[src/rtl/deserializer.sv]
// rtl/deserializer.sv - serial-to-parallel stage feeding the priority encoder
module deserializer #(
   parameter int WIDTH     = 16,
   parameter bit MSB_FIRST = 1'b1
) (
   input  logic             clk_i,
   input  logic             srst_i,
   input  logic             data_i,
   input  logic             data_val_i,
   output logic [WIDTH-1:0] deser_data_o,
   output logic             deser_data_val_o
);

   localparam int CW = (WIDTH > 1) ? $clog2(WIDTH) : 1;

   logic [CW-1:0]    bit_cnt;
   logic [WIDTH-1:0] shreg;
   logic [WIDTH-1:0] shreg_next;
   logic             last_bit;

   always_comb begin
      shreg_next = shreg;
      if (MSB_FIRST) begin
         shreg_next = {shreg[WIDTH-2:0], data_i};
      end else begin
         shreg_next = {data_i, shreg[WIDTH-1:1]};
      end
      last_bit = (bit_cnt == CW'(WIDTH - 1));
   end

   // The output word is taken from shreg_next so the final bit is included
   // on the same edge that completes the word.
   always_ff @(posedge clk_i) begin
      if (srst_i) begin
         bit_cnt          <= '0;
         shreg            <= '0;
         deser_data_o     <= '0;
         deser_data_val_o <= 1'b0;
      end else begin
         deser_data_val_o <= 1'b0;
         if (data_val_i) begin
            shreg <= shreg_next;
            if (last_bit) begin
               bit_cnt          <= '0;
               deser_data_o     <= shreg_next;
               deser_data_val_o <= 1'b1;
            end else begin
               bit_cnt <= bit_cnt + 1'b1;
            end
         end
      end
   end

endmodule
[config.mk]
export PLATFORM = sky130hd
export DESIGN_NAME = deserializer
export DESIGN_NICKNAME = d
export VERILOG_FILES = /design/src/rtl/deserializer.sv
export SDC_FILE = /design/constraint.sdc
export NUM_CORES = 1
export LEC_CHECK = 0
export CAP_MARGIN = 20
export CELL_PAD_IN_SITES_DETAIL_PLACEMENT = 2
export CELL_PAD_IN_SITES_GLOBAL_PLACEMENT = 2
export CORE_MARGIN = 1.5
export CORE_UTILIZATION = 35
export DETAILED_ROUTE_END_ITERATION = 6
export GPL_ROUTABILITY_DRIVEN = 0
export PLACE_DENSITY = 0.89
export SLEW_MARGIN = 20
export SYNTH_ARGS = -nofsm -noshare
export SYNTH_HDL_FRONTEND = slang
export SYNTH_SLANG_ARGS = --single-unit
[constraint.sdc]
create_clock -name clk_i -period 2.3 [get_ports clk_i]
set_input_delay 0.345 -clock clk_i [delete_from_list [all_inputs] [get_ports clk_i]]
set_output_delay 0.345 -clock clk_i [all_outputs]
set_load 0.005 [all_outputs]
; Word-level counts from Yosys, hierarchy flattened
; Index checks and enable logic that the tools add are counted.
[totals]
register_bits = 36
latchBits = 0
ram_bits = 0
mem_bits_ro = 0
out_inout_bits = 17
word_cells = 11
mem_count = 0
[op_classes]
n_addsub = 1
multipliers = 0
div_mod_pow = 0
magnitude_cmp = 0
n_eq_ne = 1
shifts = 0
mux = 2
bitwise_logic = 1
n_reduce_logical = 2
[op_table]
columns = operator, n
row1 = 4-bit by 1-bit adder with 4-bit output (second input constant), 1
row2 = 4-bit equality test (second input constant), 1
row3 = 4-bit two-way mux, 1
row4 = 2-bit AND reduction, 1
row5 = 2-bit OR reduction, 1
row6 = 1-bit two-way mux, 1
row7 = 1-bit inverter, 1

; Depth between registers and ports, before layout
; Gate-level depths: netlist (run 1).
[logic_depth]
ltp_word = 2
mapped_depth = 6
ltp_nobuf = 4

; Least setup slack after synthesis (run 1)
; OpenSTA, ideal clock, no wires.
[synth_path]
kind = reg-to-reg
startpoint = reg bit_cnt[0]
endpoint = reg deser_data_o[10]
arrival_ps = 1254
t_required_ps = 2183
path_slack_ps = 929
path_stages_with_launch = 7
n_path_buf = 2
synth_period_minus_slack_ps = 1371
path_cell_list = dfxtp_1 ha_1 nand4_1 nor2b_1 buf_6 buf_6 a22o_1
[synth_between]
elab_chain_len = 2
[synth_lines]
columns = item, line
row1 = start: declaration, 16  ; logic [CW-1:0] bit_cnt;
row2 = start signal: assignment, 48  ; bit_cnt <= bit_cnt + 1'b1;
row3 = 4-bit equality test, 28  ; last_bit = (bit_cnt == CW'(WIDTH - 1));
row4 = 2-bit AND reduction (no line), -
row5 = end signal: assignment, 45  ; deser_data_o <= shreg_next;
row6 = end: declaration, 10  ; output logic [WIDTH-1:0] deser_data_o,
; No other way between the ends.
; A chain may end at the register's enable or synchronous reset.

; Worst setup path after layout (run 1)
[layout_path]
startpoint = reg bit_cnt[0]
endpoint = reg deser_data_o[11]
; Same word-level chain as after synthesis.

==> results of run 1 <==
-- final cells by class --
cell class	instances	area [sq um]	share of cell area
Clock buffer	6	41.29	0.02700
Clock inverter	2	35.03	0.02291
Multi-Input combinational cell	61	451.7	0.2954
Sequential cell	36	720.7	0.4714
Tap cell	46	57.56	0.03764
Timing Repair Buffer	23	222.7	0.1457
-- cell usage after synthesis (2+ instances only) --
| library cell | count |
|---|---|
| a22o_1 | 16 |
| buf_2 | 2 |
| buf_4 | 2 |
| buf_6 | 2 |
| dfxtp_1 | 36 |
| mux2i_1 | 17 |
| nand4_1 | 2 |
| nor2_1 | 18 |
-- worst max-delay path by stage --
stage / to / depth (start not counted) / from
after floorplan: deser_data_o[10]$_SDFFE_PP0P_ / 6 / bit_cnt[0]$_SDFFE_PP0P_
after global placement: deser_data_o[12]$_SDFFE_PP0P_ / 4 / data_val_i
after CTS: deser_data_o[11]$_SDFFE_PP0P_ / 4 / bit_cnt[0]$_SDFFE_PP0P_
final: deser_data_o[11]$_SDFFE_PP0P_ / 4 / bit_cnt[0]$_SDFFE_PP0P_
after detailed placement: deser_data_o[14]$_SDFFE_PP0P_ / 4 / data_val_i
after global routing: deser_data_o[11]$_SDFFE_PP0P_ / 4 / bit_cnt[0]$_SDFFE_PP0P_
-- layout by cell type (no fill, tap or decap), drive strengths merged --
cell           count
nor2              19
nand2              1
bufinv             1
clkdlybuf4s50     20
mux2i             17
ha                 1
dfxtp             36
nor2b              1
nand4              2
clkbuf             6
and2               1
clkinv             1
buf                3
xnor2              1
xor2               1
a31oi              1
a22o              16
-- cells by family (layout without fill, tap and decap cells) --
logic type	after synthesis	after routing	share of synthesized area
xor+xnor	2	2	0.01435
flops	36	36	0.5902
simple gates	24	24	0.08402
fa+ha+maj	1	1	0.01024
mux	17	17	0.1393
compound gates	17	17	0.1199
buf+inv	7	31	0.04200
-- per-layer routing --
layer  share of wire  up-vias  wire length (um)
met5               0        -                 0
met4           0.010        0                28
met3           0.033        2                88
met2            0.50       13              1341
met1            0.46      417              1228
li1                -      410                 -
-- state kept, by name, summed over array words and instances, names as in the netlist --
name              count
shreg                15
deser_data_val_o      1
deser_data_o         16
bit_cnt               4
-- report_power, final --
| part | switching, mW | internal (mW) |
|---|---|---|
| clock | 0.197 | 0.228 |
| combinational | 0.0255 | 0.0182 |
| sequential | 0.00507 | 0.628 |
| total | 0.228 | 0.874 |
-- worst register-to-register path: cells and delay by family (launching register included) --
kind | cells | cell delay [ps]
AOI/OAI and AO/OA | 1 | 260
adders and majority gates | 1 | 230
DFF | 1 | 350
and+or+nand+nor | 2 | 800
-- stage by stage --
stage	setup slack, ps	std cells
detailed placement	65.64	166
global placement	187.4	166
floorplan	928.8	104
finish	600.9	174
CTS	218.3	174
global route	505.6	174
==> flow_summary.ini, run 1 <==
[global_routing]
grt_util_met1 = 0.1949
grt_pass1_wl_um = 4250
grt_pass1_vias = 879
grt.met2_usage = 0.2485
use_met3 = 0.05590
grt_max_degree = 20
grt_antenna_before_repair = 0
busiest_layer = met2
grt_overflow_total = 0
grt_usage = 0.1585

[timing]
final_max_slew_viol_count = 0
rsz0062_at_grt = no
finalHoldViolations = 0
hold_slack_ps = 492.3
finalClockSkew_ps = 10.35
setup_tns_ps = 0
fmax_mhz = 588.5
slew_headroom = 0.4921
setup_viol = 0
period_needed_ps = 1699
fin_crit_sh = 0.7387
tightest_slew_ps = 758.5

[power_and_ir_drop]
ir_worst_vdd_mv = 0.3063
power.density_nw_per_um2 = 720.8
p_total_mw = 1.102
power.leakage_nw = 0.6201

[yosys]
synth.area.top_cells = dfxtp_1 59%, mux2i_1 14%, a22o_1 11%, nor2_1 5.5%, buf_6 1.8%
ys_seq_area_frac = 0.5902
ys_seq_elements = 36
yosysTopAreaCell = dfxtp_1
synth_warnings = 0
async_flop_share = 0
avgSynthCellArea_sq_um = 11.74
yosys.area.top_type_share = 0.5902
netlist_instances = 104
synth_nets = 109
synth.distinct_cells = 17
synth-main-ff-cell = dfxtp_1
synth_edf_count = 0
synth_area_sq_um = 1221

[routing]
dr.pass1.iters = 3
drc = 0
via_count = 842
wirelength_um = 2686
ant_nets = 0
drtIter0Drc = 24
wl_per_cell_um = 15.44
via_per_inst = 4.839

[layout]
fin_util = 0.4582
nNetsFinal = 132
diodes = 0
fillers = 345
drive_gt1_frac = 0.09375
design_area_sq_um = 1529
area_growth_pct = 25.21

[clock_tree]
cts-root-buf = clkbuf_4
hold_buffers = 0
postCtsSetupBuffers = 0
numClockSinks = 36
cts_resized = 0
clock_latency_ps = 330
clockBufferDepth = 2
cts-htree-levels = 2
cts_buffers = 5
path_clk_slew_ps = 100
cts_tree = done

[floorplanning]
fp-row-count = 21
die_area_sq_um = 3853
fp.coreArea_sq_um = 3337
fp.dieW_um = 62.07
ios = 21
start_util = 0.3660
die_h_um = 62.07

[min_path]
hold_path_class = flop to flop
min_to = deser_data_o[7]$_SDFFE_PP0P_
worstHoldStart = deser_data_o[7]$_SDFFE_PP0P_
whs_path_depth = 1

[worst_setup_path]
cp-end-kind = flop
worstPathRequired_ps = 2570
r2r_end = deser_data_o[11]$_SDFFE_PP0P_
cp_cell_sequence = ha_1, nand4_1, nor2b_2, a22o_1
reg2reg_from = bit_cnt[0]$_SDFFE_PP0P_
crit_path_start_kind = flop
r2r_setup_slack_ps = 600
max_stage_delay_ps = 660
worstPathMaxFanout = 17
path_delay_family = simple AND/OR/NAND/NOR gates
slowest_stage = nor2b_2
reg2regPathDepth = 4
path_buf_inv = 0
path_class = flop to flop
crit_arrival_ps = 1970

[run_status]
outcome = finished clean

[place]
placed_area_sq_um = 1450
dpl.hpwl_um = 1796
port_buffers = 20

[run]
cap_violations = 0
(Power assumes the default switching activity.)
==> run 2: changes to the inputs <==
--- a/config.mk
+++ b/config.mk
@@ -9,10 +9,10 @@
 export CELL_PAD_IN_SITES_DETAIL_PLACEMENT = 2
 export CELL_PAD_IN_SITES_GLOBAL_PLACEMENT = 2
 export CORE_MARGIN = 1.5
-export CORE_UTILIZATION = 35
+export CORE_UTILIZATION = 33
 export DETAILED_ROUTE_END_ITERATION = 6
 export GPL_ROUTABILITY_DRIVEN = 0
-export PLACE_DENSITY = 0.89
+export PLACE_DENSITY = 0.85
 export SLEW_MARGIN = 20
 export SYNTH_ARGS = -nofsm -noshare
 export SYNTH_HDL_FRONTEND = slang
==> constraint.sdc (replaced) <==
create_clock -name clk_i -period 1.6 [get_ports clk_i]
set_input_delay 0.24 -clock clk_i [delete_from_list [all_inputs] [get_ports clk_i]]
set_output_delay 0.24 -clock clk_i [all_outputs]
set_load 0.005 [all_outputs]
==> flow_summary.ini, run 2 (synthesis gave the netlist of run 1 again) <==
[clock_tree]
clock_latency_ps = 280
cts_tree = done
clockBufferDepth = 2
cts-htree-levels = 2
hold_buffers = 0
numClockSinks = 36
cts_buffers = 5
postCtsSetupBuffers = 0
cts_resized = 0
cts-root-buf = clkbuf_8
path_clk_slew_ps = 70

[timing]
finalClockSkew_ps = 5.777
finalHoldViolations = 0
period_needed_ps = 1453
rsz0062_at_grt = no
fin_crit_sh = 0.9078
tightest_slew_ps = 214.8
fmax_mhz = 688.5
setup_viol = 0
slew_headroom = 0.8527
hold_slack_ps = 479.0
final_max_slew_viol_count = 0
setup_tns_ps = 0

[floorplanning]
fp-row-count = 21
fp.coreArea_sq_um = 3442
die_area_sq_um = 4074
die_h_um = 63.83
start_util = 0.3548
ios = 21
fp.dieW_um = 63.83

[place]
port_buffers = 20
dpl.hpwl_um = 1956
placed_cells = 171

[layout]
fillers = 362
final-seq-area_sq_um = 720.7
multi_input_area_sq_um = 449.2
drive_gt1_frac = 0.1278
largest_reg_flops = 16
mostFrequentLayoutCell = dfxtp_1
area_growth_pct = 33.20
diodes = 0
largestRegisters = deser_data_o x16, shreg x15, bit_cnt x4
fin_cells = 179
largest_register = deser_data_o
nNetsFinal = 137
final_cell_mix = 36 x dfxtp_1, 20 x clkdlybuf4s50_1, 18 x nor2_1

[power_and_ir_drop]
power.leakage_nw = 0.6695
ir_worst_vdd_mv = 0.4845
power.density_nw_per_um2 = 1131

[global_routing]
grt_overflow_total = 0
grt_pass1_vias = 978
grt_usage = 0.1596
grt_max_degree = 17
grt_antenna_before_repair = 0
grt_pass1_wl_um = 4899

[worst_setup_path]
slowest_stage = dfxtp_1
crit_path_start_kind = flop
r2r_setup_slack_ps = 150
worstPathMaxFanout = 9
path_class = flop to flop
max_stage_delay_ps = 380
r2r_end = deser_data_o[4]$_SDFFE_PP0P_
worstPathRequired_ps = 1770
cp-end-kind = flop
crit_end = deser_data_o[4]$_SDFFE_PP0P_
startpoint = bit_cnt[0]$_SDFFE_PP0P_
reg2reg_from = bit_cnt[0]$_SDFFE_PP0P_
cp_cell_sequence = ha_1, nand4_1, nor2b_1, buf_4, a22o_1
reg2regPathDepth = 5
crit_arrival_ps = 1620

[routing]
via_count = 877
wl_per_cell_um = 16.02
wirelength_um = 2868
drc = 0
dr.pass1.iters = 2
via_per_inst = 4.899
drtIter0Drc = 10
ant_nets = 0

[min_path]
hold_path_class = flop to flop
whs_path_depth = 1

[run_status]
outcome = finished clean

[run]
cap_violations = 0
-- run 2: worst min-delay path by stage --
stage	to	from	slack (ps)
final	deser_data_o[0]$_SDFFE_PP0P_	deser_data_o[0]$_SDFFE_PP0P_	480
after CTS	deser_data_o[0]$_SDFFE_PP0P_	deser_data_o[0]$_SDFFE_PP0P_	490
after global routing	deser_data_o[5]$_SDFFE_PP0P_	deser_data_o[5]$_SDFFE_PP0P_	520
after global placement	deser_data_o[10]$_SDFFE_PP0P_	deser_data_o[10]$_SDFFE_PP0P_	460
after floorplan	deser_data_o[0]$_SDFFE_PP0P_	data_i	370
after detailed placement	deser_data_o[9]$_SDFFE_PP0P_	deser_data_o[9]$_SDFFE_PP0P_	470
-- run 2: layout make-up --
type | instances | share of cell area
sequential | 36 | 0.4431
multi-input combinational | 61 | 0.2762
timing repair buffer | 28 | 0.1677
clock buffer | 7 | 0.05923
tap | 46 | 0.03538
clock inverter | 1 | 0.01846
-- run 2: power by group --
group / switching [mW] / internal [mW] / total (mW)
clock: 0.305 / 0.549 / 0.855
sequential: 0.00714 / 0.904 / 0.911
combinational: 0.0393 / 0.0355 / 0.0748
total: 0.352 / 1.49 / 1.84
-- run 2: through the flow --
step / utilization / area (sq um) / setup WS [ps] / power (mW)
6_report: 0.4726 / 1627 / 147.5 / 1.840
5_1_grt: 0.4726 / 1627 / 67.48 / 1.904
4_1_cts: 0.4726 / 1627 / 137.7 / 1.863
3_5_place_dp: 0.4358 / 1500 / 23.91 / 1.006
3_3_place_gp: 0.4358 / 1500 / 89.08 / 1.000
2_1_floorplan: - / 1221 / 228.8 / 0.9778
-- run 2: critical path: cells and delay by family (launching register included) --
kind | cells | cell delay, ps
adders and majority gates | 1 | 210
buffers and inverters | 1 | 170
DFF | 1 | 380
and+or+nand+nor | 2 | 330
AOI/OAI and AO/OA | 1 | 250
-- run 2: routing by layer --
| metal | up-vias | wire (um) | GRT usage |
|---|---|---|---|
| met2 | 20 | 1477 | 0.2695 |
| met5 | - | 0 | 0 |
| met4 | 0 | 73 | 0.1005 |
| met1 | 429 | 1242 | 0.1889 |
| li1 | 419 | - | - |
| met3 | 9 | 74 | 0.02289 |
